===== config.mk =====
export PLATFORM = sky130hd
export DESIGN_NAME = mtimer_ctrl
export DESIGN_NICKNAME = d
export VERILOG_FILES = /design/src/rtl/mtimer_ctrl.sv
export SDC_FILE = /design/constraint.sdc
export NUM_CORES = 1
export LEC_CHECK = 0
export CAP_MARGIN = 20
export CORE_UTILIZATION = 46
export CTS_BUF_LIST = sky130_fd_sc_hd__clkbuf_4 sky130_fd_sc_hd__clkbuf_8 sky130_fd_sc_hd__clkbuf_16
export DETAILED_ROUTE_END_ITERATION = 12
export PLACE_DENSITY = 0.71
export SLEW_MARGIN = 40
export SYNTH_ARGS = -nofsm -noshare
export SYNTH_HDL_FRONTEND = slang
export SYNTH_SLANG_ARGS = --single-unit

===== constraint.sdc =====
create_clock -name clk -period 5.9 [get_ports clk]
set_input_delay 1.18 -clock clk [delete_from_list [all_inputs] [get_ports clk]]
set_output_delay 1.18 -clock clk [all_outputs]
set_load 0.03 [all_outputs]

===== src/rtl/mtimer_ctrl.sv =====
// Memory-mapped machine timer (mtime/mtimecmp) with a registered level interrupt; reads return one cycle later, never stall.
// Defining MTIMER_PRESCALER_EN adds a 16-bit PRESCALE register at 0x4008 that slows the mtime tick.
module mtimer_ctrl #(
  parameter logic [31:0] BASE           = 32'h4400_0000,
  parameter logic [15:0] PRESCALE_RESET = 16'd0
) (
  input  logic        clk,
  input  logic        rst,
  input  logic        mem_valid,
  input  logic        mem_write,
  input  logic [3:0]  mem_wmask,
  input  logic [31:0] mem_wdata,
  input  logic [31:0] mem_addr,
  output logic [31:0] mem_rdata,
  output logic        mem_hit,
  output logic        irq_timer,
  output logic [63:0] mtime_o
);

  localparam logic [13:0] OFF_CMP_LO = 14'h1000;
  localparam logic [13:0] OFF_CMP_HI = 14'h1001;
  localparam logic [13:0] OFF_PRE    = 14'h1002;
  localparam logic [13:0] OFF_MT_LO  = 14'h2ffe;
  localparam logic [13:0] OFF_MT_HI  = 14'h2fff;

  logic [63:0] mtime;
  logic [63:0] mtimecmp;
  logic        in_win;
  logic        wr;
  logic        rd;
  logic [13:0] off;
  logic        tick;
  logic        wr_mt;
  logic [31:0] rd_val;
  logic        unused_bits;

  function automatic logic [31:0] merge(input logic [31:0] old, input logic [31:0] data,
                                        input logic [3:0] mask);
    logic [31:0] r;
    r = old;
    for (int i = 0; i < 4; i++) begin
      if (mask[i]) r[8*i +: 8] = data[8*i +: 8];
    end
    return r;
  endfunction

  assign in_win  = (mem_addr[31:16] == BASE[31:16]);
  assign off     = mem_addr[15:2];
  assign wr      = mem_valid & mem_write & in_win;
  assign rd      = mem_valid & ~mem_write & in_win;
  // Any write to an mtime word, even with an empty mask, freezes the counter for that cycle.
  assign wr_mt   = wr & ((off == OFF_MT_LO) | (off == OFF_MT_HI));
  assign mtime_o = mtime;

`ifdef MTIMER_PRESCALER_EN
  logic [15:0] prescale;
  logic [15:0] pcnt;
  logic        wr_pre;

  assign wr_pre      = wr & (off == OFF_PRE);
  assign tick        = (pcnt == prescale);
  assign unused_bits = ^mem_addr[1:0];

  always_ff @(posedge clk or posedge rst) begin
    if (rst) begin
      prescale <= PRESCALE_RESET;
      pcnt     <= 16'd0;
    end else if (wr_pre) begin
      if (mem_wmask[0]) prescale[7:0]  <= mem_wdata[7:0];
      if (mem_wmask[1]) prescale[15:8] <= mem_wdata[15:8];
      pcnt <= 16'd0;
    end else if (tick) begin
      pcnt <= 16'd0;
    end else begin
      pcnt <= pcnt + 16'd1;
    end
  end
`else
  assign tick        = 1'b1;
  assign unused_bits = ^{PRESCALE_RESET, mem_addr[1:0]};
`endif

  always_comb begin
    rd_val = 32'd0;
    case (off)
      OFF_CMP_LO: rd_val = mtimecmp[31:0];
      OFF_CMP_HI: rd_val = mtimecmp[63:32];
      OFF_MT_LO:  rd_val = mtime[31:0];
      OFF_MT_HI:  rd_val = mtime[63:32];
`ifdef MTIMER_PRESCALER_EN
      OFF_PRE:    rd_val = {16'd0, prescale};
`endif
      default:    rd_val = 32'd0;
    endcase
  end

  always_ff @(posedge clk or posedge rst) begin
    if (rst) begin
      mtime     <= 64'd0;
      mtimecmp  <= '1;
      irq_timer <= 1'b0;
      mem_rdata <= 32'd0;
      mem_hit   <= 1'b0;
    end else begin
      mem_hit   <= mem_valid & in_win;
      mem_rdata <= rd ? rd_val : 32'd0;
      irq_timer <= (mtime >= mtimecmp);
      if (wr && off == OFF_CMP_LO) mtimecmp[31:0]  <= merge(mtimecmp[31:0],  mem_wdata, mem_wmask);
      if (wr && off == OFF_CMP_HI) mtimecmp[63:32] <= merge(mtimecmp[63:32], mem_wdata, mem_wmask);
      if (wr_mt) begin
        if (off == OFF_MT_LO) mtime[31:0]  <= merge(mtime[31:0],  mem_wdata, mem_wmask);
        else                  mtime[63:32] <= merge(mtime[63:32], mem_wdata, mem_wmask);
      end else if (tick) begin
        mtime <= mtime + 64'd1;
      end
    end
  end

endmodule


# After elaboration in Yosys (flattened, before gate mapping)
# Cells that the tools add are included.
# classes
n_mux	9
n_reduce_logical	18
n_lt_le_gt_ge	1
n_eq_ne	11
n_bitwise	8
addsub	1
# op_table
cell	count
one-hot mux 32 bit (4 select lines)	1
two-way mux 32 bit	3
adder 64 x 1 -> 64 bit, second input constant	1
greater-or-equal comparator 64 bit	1
two-way mux 64 bit	1
two-way mux 8 bit	4
AND reduction 2 bit	16
== test 14 x 13 -> 1 bit, second input constant	2
== test 14 bit, second input constant	2
== test 16 x 15 -> 1 bit, second input constant	1
inequality test 2 bit, second input constant	5
bitwise AND 1 bit	6
logical AND 1 bit	2
inequality test 2 x 1 -> 1 bit, second input constant	1
inverter 1 bit	1
OR 1 bit	1
# word_totals
elab_cells	67
output_inout_bits	98
regBits	162
inputBits	72

# Logic depth before layout (Yosys ltp)
# Gate-level depths: netlist of the first run.
# logic_depth
word_depth	5
depth_mapped	9

# Least setup slack after synthesis of the first run
# No wires, ideal clock.
# synth_path
path_kind	input to register
start	input mem_addr[17]
end	register mtimecmp[32]
path_stages	6
t_arrival_ps	3025
slack_ps	2793
t_required_ps	5818
cell_sequence	or4b_1 nor4b_2 and3_1 nand2_1 nor2_2 mux2_2
# synth_between
elab_chain_cells	4
# synth_rtl
element	line_no	rtl
from (decl)	13	input logic [31:0] mem_addr,
== test 16 x 15 -> 1 bit	47	assign in_win = (mem_addr[31:16] == BASE[31:16]);
bitwise AND 1 bit	49	assign wr = mem_valid & mem_write & in_win;
logical AND 1 bit	109	if (wr && off == OFF_CMP_HI) mtimecmp[63:32] <= merge(mtimecmp[63:32], mem_wdata, mem_wmask);
AND reduction 2 bit (no source line)	n/a	
to (signal assigned)	109	
to (decl)	27	logic [63:0] mtimecmp;
# No other way between the ends.
# A chain may end at the register's enable or synchronous reset.

# Worst setup path after layout of the first run
# layout_path
start	input mem_addr[17]
end	register mtime[39], in the netlist mtime_o[39]
# layout_between
elab_chain_cells	5
elab_cells_between_ends	7
# layout_rtl
element	line_no	rtl
== test 16 x 15 -> 1 bit *	47	
bitwise AND 1 bit *	49	
bitwise AND 1 bit *	52	assign wr_mt = wr & ((off == OFF_MT_LO) | (off == OFF_MT_HI));
inequality test 2 bit (no source line)	n/a	
AND reduction 2 bit (no source line)	n/a	
to (signal assigned)	112	else mtime[63:32] <= merge(mtime[63:32], mem_wdata, mem_wmask);
to (signal assigned)	114	mtime <= mtime + 64'd1;
to (decl)	26	logic [63:0] mtime;
# Every way passes the cells marked *; elsewhere a longest branch is shown, timed or not.

==> results of run 1 <==
area by class of cell:
class | instances | area share [%]
clock buffer | 20 | 3.54
clock inverter | 12 | 1.04
timing repair buffer | 185 | 14.4
sequential | 162 | 32.3
tap | 280 | 2.73
inverter | 84 | 2.50
multi-input combinational | 761 | 43.5
flip-flops by register name, indices dropped and copies added (netlist names):
signal and flops:
mem_hit 1, mem_rdata 32, mtime_o 64, mtimecmp 64, irq_timer 1
power breakdown:
part | total [uW] | internal (uW) | switching (uW)
clock network | 1120 | 645 | 470
logic | 116 | 49.7 | 66.5
registers | 1110 | 1110 | 0.00473
cell families after synthesis:
| group | after synthesis |
|---|---|
| flops | 162 |
| mux | 68 |
| fa+ha+maj | 65 |
| simple gates | 345 |
| xor+xnor | 2 |
| compound gates | 281 |
| buf+inv | 129 |
cell usage after synthesis (all sizes together), types with 12 or more instances:
library cell | n | area share (%)
a22o | 32 | 2.8
a21oi | 53 | 2.6
and3 | 16 | 0.98
and2 | 12 | 0.74
nand4 | 41 | 2.7
nor2 | 83 | 3.2
clkbuf | 30 | 1.1
dfrtp | 98 | 24
ha | 65 | 8.0
o221a | 15 | 1.7
nand2 | 79 | 3.0
buf | 15 | 0.77
or3 | 14 | 0.96
dfstp | 64 | 17
inv | 84 | 3.1
a222oi | 31 | 3.0
a211o | 15 | 1.3
nor3 | 20 | 1.1
o21ai | 50 | 2.5
nor4 | 14 | 1.2
nand3 | 37 | 1.9
mux2 | 67 | 7.4
per-stage QoR:
step | setup slack [ns] | instances
final | 2.04 | 1504
after global routing | 1.98 | 1504
after CTS | 2.12 | 1503
after detailed placement | 1.68 | 1471
after global placement | 1.70 | 1469
after floorplan | 0.449 | 1052
routing by layer:
| metal | vias up | track usage (%) |
|---|---|---|
| li1 | 4316 | - |
| met3 | 76 | 5.09 |
| met5 | - | 0 |
| met2 | 475 | 45.1 |
| met4 | 0 | 11.6 |
| met1 | 4688 | 40.4 |
worst paths after layout:
path / end / cells past startpoint / startpoint / slack, ns
min in group asynchronous: mem_rdata[13] / 2 / rst / 1.07
worst min register to register: mtime_o[0] / 1 / mtime_o[0] / 0.60
max in group asynchronous: mtimecmp[62] / 4 / rst / 3.65
worst max-delay path: mtime_o[39] / 9 / mem_addr[17] / 2.04
worst max register to register: mtime_o[49] / 6 / mtime_o[23] / 3.01
worst min-delay path: mtime_o[0] / 1 / mtime_o[0] / 0.60
==> results.json, run 1 <==
{
  "hold_buffers": 0,
  "synth_top_family_by_area": "compound AO/OA/AOI/OAI gates",
  "cp_max_fo": 16,
  "layout-drive-gt1-share_pct": 17.6,
  "crit_path_end_kind": "register",
  "finalCritPeriodShare_pct": 65.4,
  "gp_congestion": 0.900,
  "vias_per_cell": 6.35,
  "ant_nets": 0,
  "cts.sinks": 162,
  "syn_area_sq_um": 10200,
  "run_status": "finished, final reports clean",
  "hold_class": "register to register",
  "antenna_found_initial": 0,
  "layout_commonest_cell": "clkdlybuf4s50_1",
  "crit_chain": "clkdlybuf4s50_1 -> or4b_1 -> nor3_2 -> nand4_1 -> buf_4 -> nor2_1 -> buf_4 -> nand2_1 -> a2bb2oi_1",
  "seqCellArea_sq_um": 4130,
  "grt_pass1_wl_um": 50100,
  "synth-edff-count": 0,
  "met1_length_um": 13600,
  "dr.pass1.iters": 6,
  "fp.dieH_um": 151,
  "ys_seq_area_share_pct": 40.6,
  "grt_overflow": 0,
  "finClkSkew_ns": 0.00797,
  "synth_fa_ha_area_share_pct": 7.98,
  "clock.fmax_mhz": 259,
  "routed_wl_um": 32100,
  "postCtsSetupBuffers": 0,
  "cts_buffer_depth": 2,
  "async_flop_share_pct": 100,
  "detail_route.drc_violations": 0,
  "antenna_cells": 0,
  "rsz0062_at_grt": "no",
  "top_signal_layer_used": "met4",
  "area_growth_syn_to_layout_pct": 25.7,
  "hpwl_um": 22800,
  "synthCells": 1052,
  "htreeDepth": 4,
  "initial_core_util_pct": 46.8,
  "worst_setup_path_start_kind": "input port",
  "vdd_ir_drop_max_uv": 142,
  "die_area_sq_um": 22800,
  "grt.total_usage_pct": 29.1,
  "cts_tree": "done",
  "cts.repair.resized": 0,
  "synth_xor_xnor_area_share_pct": 0.172,
  "worst_slew_pin_slew_ns": 0.869,
  "cellPowerDensity_nw_per_um2": 183,
  "die_w_um": 151,
  "synth_compound_area_share_pct": 20.7,
  "critPathTopFamily": "simple AND/OR/NAND/NOR gates",
  "numCtsBuffers": 17,
  "dr_total_vias": 9555,
  "synth_simple_gate_area_share_pct": 18.1,
  "io_buffers": 167,
  "wl_met2_um": 14700,
  "cts.clk_slew.worst_paths_ns": 0.07,
  "cts_root_buf": "clkbuf_16",
  "critPathSlowestCell": "nor2_1",
  "max_slew_margin_pct": 41.8,
  "final_util_pct": 58.9,
  "fin_nets": 1348,
  "clkLatencyLatePin_ns": 0.44,
  "p_leak_uw": 0.00489,
  "grt_pass1_vias": 8890,
  "hold_violations": 0,
  "core_area_sq_um": 21800,
  "required_ns": 6.21,
  "final_area_sq_um": 12800,
  "multiInputGateArea_sq_um": 5580,
  "ys_warn_count": 0,
  "cp.arrival_ns": 4.17,
  "path_buf_inv": 3,
  "finalSetupViolations": 0,
  "drt_iter0_drc": 976,
  "dpl_cell_area_sq_um": 12200,
  "synth_fp_nets": 1189,
  "synth_top_flop_cell": "dfrtp_1",
  "ios": 170,
  "setup_tns_ns": 0,
  "period_needed_ns": 3.86,
  "crit_type": "input port to register",
  "synth_cell_type_count": 72,
  "nFillCells": 1882,
  "rows": 54,
  "synth_area_per_cell_sq_um": 9.69,
  "cp_slowest_stage_delay_ns": 0.64,
  "critPathMostFrequentCell": "buf_4",
  "synth_seq_cells": 162,
  "finalHoldWorstSlack_ns": 0.597,
  "synth_mux_area_share_pct": 7.50,
  "max_cap_violations": 0,
  "wl_per_cell_um": 21.3,
  "mostFrequentLayoutCells": "clkdlybuf4s50_1, dfrtp_1, inv_1, nor2_1, nand2_1",
  "wl_met3_um": 2730,
  "drv_slew": 0,
  "power_uw": 2340,
  "grt_max_degree": 83
}
Power figures use the tool's default switching activity.
==> inputs of run 2 (changes only) <==
--- a/config.mk
+++ b/config.mk
@@ -9,7 +9,7 @@
 export CORE_UTILIZATION = 46
 export CTS_BUF_LIST = sky130_fd_sc_hd__clkbuf_4 sky130_fd_sc_hd__clkbuf_8 sky130_fd_sc_hd__clkbuf_16
 export DETAILED_ROUTE_END_ITERATION = 12
-export PLACE_DENSITY = 0.71
+export PLACE_DENSITY = 0.73
 export SLEW_MARGIN = 40
 export SYNTH_ARGS = -nofsm -noshare
 export SYNTH_HDL_FRONTEND = slang
==> constraint.sdc (replaced) <==
create_clock -name clk -period 3.32 [get_ports clk]
set_input_delay 0.664 -clock clk [delete_from_list [all_inputs] [get_ports clk]]
set_output_delay 0.664 -clock clk [all_outputs]
set_load 0.03 [all_outputs]
==> results.json, run 2 (synthesis gave the netlist of run 1 again) <==
{
  "max_slew_margin_pct": 41.2,
  "cellPowerDensity_nw_per_um2": 313,
  "hpwl_um": 23400,
  "vias_per_cell": 6.38,
  "routed_wl_um": 32800,
  "finalSetupViolations": 0,
  "core_area_sq_um": 21800,
  "grt_overflow": 0,
  "detail_route.drc_violations": 0,
  "antenna_found_initial": 0,
  "p_leak_uw": 0.00499,
  "layout-drive-gt1-share_pct": 18.9,
  "p_int_uw": 3060,
  "combPwrFrac_pct": 5.1,
  "hold_class": "input port to asynchronous set/reset pin",
  "max_cap_violations": 0,
  "vdd_ir_drop_max_uv": 251,
  "drv_slew": 0,
  "multiInputGateArea_sq_um": 5560,
  "clock.fmax_mhz": 353,
  "rsz0062_at_grt": "no",
  "mostFrequentLayoutCells": "clkdlybuf4s50_1, dfrtp_1, inv_1, nor2_1, nand2_1",
  "grt.total_usage_pct": 29.7,
  "grt_pass1_vias": 9195,
  "worst_setup_path_start_kind": "register",
  "clkLatencyLatePin_ns": 0.43,
  "ant_nets": 0,
  "cts_buffer_depth": 2,
  "run_status": "finished, final reports clean",
  "initial_core_util_pct": 46.8,
  "rows": 54,
  "die_area_sq_um": 22800,
  "hold_violations": 0,
  "nFillCells": 1886,
  "drt_iter0_drc": 1043,
  "clkPwrFrac_pct": 46.2,
  "instances_no_fill": 1527,
  "cts.sinks": 162,
  "layout_commonest_cell": "clkdlybuf4s50_1",
  "die_w_um": 151,
  "antenna_cells": 0,
  "crit_path_end_kind": "register",
  "sw_frac_of_total_pct": 24.5,
  "dp.cells": 1495,
  "period_needed_ns": 2.83,
  "finalCritPeriodShare_pct": 85.3,
  "rr_endpoint": "mtime_o[36]",
  "grt_pass1_wl_um": 51100,
  "cts_root_buf": "clkbuf_16",
  "ios": 170,
  "p_seq_share_pct": 48.8,
  "gp_congestion": 0.928,
  "fp.dieH_um": 151,
  "htreeDepth": 4,
  "area_growth_syn_to_layout_pct": 27.2,
  "cp.arrival_ns": 3.19,
  "numCtsBuffers": 17,
  "fin_nets": 1371,
  "dr.pass1.iters": 6,
  "wl_per_cell_um": 21.5,
  "required_ns": 3.68,
  "hold_buffers": 0,
  "p_switching_uw": 994,
  "postCtsSetupBuffers": 0,
  "finClkSkew_ns": 0.0109,
  "io_buffers": 167,
  "r2r_start": "mtime_o[1]",
  "power_uw": 4050,
  "cts.repair.resized": 0,
  "grt_max_degree": 97,
  "crit_type": "register to register",
  "seqCellArea_sq_um": 4130,
  "dr_total_vias": 9744,
  "setup_tns_ns": 0,
  "cp_max_fo": 7,
  "reg2reg_depth": 7,
  "cts_tree": "done",
  "cts.clk_slew.worst_paths_ns": 0.07,
  "regToRegSetupSlack_ns": 0.49,
  "worst_slew_pin_slew_ns": 0.882
}
==> run 2: cell count changes in the layout (fill, tap and decap cells not counted), moves of 2 or more <==
cell / delta
buf_12: +6
buf_16: -2
buf_4: +20
bufinv_16: -2
clkinv_2: -2
clkinvlp_4: +4
==> run 2: metal layers <==
layer,GRT usage [%],part of all wire (%),routed length [um]
met2,46.3,46,15200
met1,40.5,42,13800
met4,12.8,3.2,1050
met5,0,0,0
met3,5.00,8.4,2740
==> run 2: metrics by stage <==
stage	setup WS (ns)	hold WS, ns	instance area (sq um)	util (%)
5_1_grt	0.315	0.522	13000	59.6
3_5_place_dp	0.0722	0.592	12400	57.1
6_report	0.488	0.520	13000	59.6
4_1_cts	0.522	0.517	13000	59.6
2_1_floorplan	0.651	0.609	10200	-
3_3_place_gp	0.0959	0.579	12400	57.1
==> run 2: cell type report <==
| class | count | area share [%] |
|---|---|---|
| Multi-Input combinational cell | 761 | 42.9 |
| Sequential cell | 162 | 31.9 |
| Timing Repair Buffer | 208 | 15.8 |
| Clock buffer | 19 | 3.44 |
| Tap cell | 280 | 2.70 |
| Inverter | 84 | 2.46 |
| Clock inverter | 13 | 0.801 |
==> run 2: worst max-delay path by stage <==
stage                       from            to  slack (ns)  depth (start not counted)
detailed placement  mem_addr[16]  mtimecmp[55]        0.07                          7
CTS                 mem_addr[16]  mtimecmp[55]        0.52                          7
floorplan                    rst     irq_timer        0.65                          1
global placement    mem_addr[16]  mtimecmp[44]         0.1                          8
finish                mtime_o[1]   mtime_o[36]        0.49                          7
global route          mtime_o[1]   mtime_o[36]        0.32                          7
==> run 2: worst max-delay path, cell delays in order (launching register included) <==
cell,delay [ns]
dfrtp_1,0.47
ha_1,0.23
nand3_1,0.20
or3_1,0.60
nor4_4,0.61
nand4_1,0.18
a211o_1,0.32
a2bb2oi_1,0.14
==> run 2: power by group through the flow <==
stage	logic (uW)	registers [uW]	clock network [uW]
floorplan	57.1	2010	0
global placement	204	2010	0
detailed placement	205	2010	0
CTS	205	1980	1890
global route	220	1980	1960
finish	205	1980	1870
==> inputs of run 3 (changes only) <==
--- a/config.mk
+++ b/config.mk
@@ -6,6 +6,7 @@
 export NUM_CORES = 1
 export LEC_CHECK = 0
 export CAP_MARGIN = 20
+export CORE_MARGIN = 4
 export CORE_UTILIZATION = 46
 export CTS_BUF_LIST = sky130_fd_sc_hd__clkbuf_4 sky130_fd_sc_hd__clkbuf_8 sky130_fd_sc_hd__clkbuf_16
 export DETAILED_ROUTE_END_ITERATION = 12
==> results.json, run 3 (synthesis gave the netlist of run 1 again) <==
{
  "power_uw": 4230,
  "die_area_sq_um": 24600,
  "finClkSkew_ns": 0.0108,
  "critPathTopFamily": "simple AND/OR/NAND/NOR gates",
  "cp_slowest_stage_delay_ns": 0.58,
  "path_buf_inv": 1,
  "rows": 54,
  "hold_buffers": 0,
  "postCtsSetupBuffers": 0,
  "antenna_cells": 0,
  "cts.repair.resized": 0,
  "hold_class": "register to register",
  "vdd_ir_drop_max_uv": 289,
  "initial_core_util_pct": 46.7,
  "fin_ws_ns": 0.499,
  "p_leak_uw": 0.00504,
  "reg2reg_depth": 7,
  "wl_met2_um": 15800,
  "hpwl_um": 24300,
  "area_growth_syn_to_layout_pct": 27.9,
  "wl_per_cell_um": 21.8,
  "fp.dieH_um": 157,
  "io_buffers": 167,
  "period_needed_ns": 2.82,
  "worst_setup_path_start_kind": "input port",
  "worstHoldPathCells": 2,
  "critPathSlowestCell": "or4b_1",
  "antenna_found_initial": 0,
  "numCtsBuffers": 17,
  "cp.arrival_ns": 3.19,
  "cts.sinks": 162,
  "cts_root_buf": "clkbuf_16",
  "clkLatencyLatePin_ns": 0.44,
  "cp_max_fo": 8,
  "met1_length_um": 13700,
  "grt_overflow": 0,
  "grt_max_degree": 111,
  "mostFrequentLayoutCells": "clkdlybuf4s50_1, dfrtp_1, inv_1, nor2_1, nand2_1",
  "hold_violations": 0,
  "top_signal_layer_used": "met4",
  "grt.total_usage_pct": 27.3,
  "ant_nets": 0,
  "finalSetupViolations": 0,
  "rsz0062_at_grt": "no",
  "core_area_sq_um": 21800,
  "pre_cts_slack_ns": 0.0730,
  "layout-drive-gt1-share_pct": 19.2,
  "cts_tree": "done",
  "cts.clk_slew.worst_paths_ns": 0.07,
  "nFillCells": 1901,
  "vias_per_cell": 6.31,
  "htreeDepth": 4,
  "die_w_um": 157,
  "setup_tns_ns": 0,
  "required_ns": 3.69,
  "finalCritPeriodShare_pct": 85.0,
  "worst_slew_pin_slew_ns": 0.660,
  "crit_path_end_kind": "register",
  "dr.pass1.iters": 5,
  "cp_num_cells": 7,
  "cts_buffer_depth": 2,
  "routed_wl_um": 33400,
  "grt_pass1_wl_um": 52200,
  "cellPowerDensity_nw_per_um2": 325,
  "max_slew_margin_pct": 56.0,
  "gp_congestion": 0.913,
  "crit_type": "input port to register",
  "drv_slew": 0,
  "dr_total_vias": 9661,
  "wl_met3_um": 3000,
  "layout_commonest_cell": "clkdlybuf4s50_1",
  "clock.fmax_mhz": 355,
  "grt_pass1_vias": 9332,
  "ios": 170,
  "detail_route.drc_violations": 0,
  "crit_chain": "clkdlybuf4s50_1 -> or4b_1 -> nor4b_2 -> and3_1 -> nand2_1 -> nor2_4 -> mux2_2",
  "drt_iter0_drc": 1093,
  "fin_nets": 1375,
  "run_status": "finished, final reports clean",
  "max_cap_violations": 0
}
## run 3: cell count changes in the layout (fill, tap and decap cells not counted), sizes merged
cell and change:
clkbuf +3, inv -1, clkinvlp -3, bufinv +2, clkinv -1, buf +4
## run 3: power by group
part,switching [uW],internal (uW)
Clock,848,1200
Sequential,0.00838,1980
Combinational,117,87.3
## run 3: final cells by class
| type | count | area, sq um | area share [%] |
|---|---|---|---|
| Inverter | 84 | 319 | 2.45 |
| Clock buffer | 22 | 488 | 3.74 |
| Timing Repair Buffer | 212 | 2050 | 15.8 |
| Tap cell | 280 | 350 | 2.69 |
| Multi-Input combinational cell | 761 | 5560 | 42.7 |
| Clock inverter | 10 | 124 | 0.950 |
| Sequential cell | 162 | 4130 | 31.7 |
## run 3: per-stage QoR
stage	instance area (sq um)	std cells	hold WS, ns	util, %
5_1_grt	13000	1531	0.634	59.7
3_5_place_dp	12400	1499	0.596	56.9
2_1_floorplan	10200	1052	0.609	-
6_report	13000	1531	0.610	59.7
3_3_place_gp	12400	1499	0.591	56.9
4_1_cts	13000	1531	0.605	59.7
## run 3: path summary, 6_finish.rpt
| path | slack [ns] | to | startpoint |
|---|---|---|---|
| worst max-delay path | 0.50 | mtimecmp[48] | mem_addr[17] |
| worst min-delay path | 0.61 | mtime_o[62] | mtime_o[62] |
| worst max register to register | 0.52 | mtime_o[36] | mtime_o[0] |
| worst min register to register | 0.61 | mtime_o[62] | mtime_o[62] |
| max in group asynchronous | 2.05 | irq_timer | rst |
| min in group asynchronous | 0.76 | mtime_o[11] | rst |
## run 3: metal layers
layer  track usage (%)  up-vias
li1                  -     4371
met1              36.5     4732
met2              43.8      493
met3              5.61       65
met4              10.2        0
met5                 0        -
## run 3: tightest hold or removal path: stages (launching register included)
cell	delay, ns
dfrtp_1	0.44
inv_1	0.08
a21oi_1	0.06
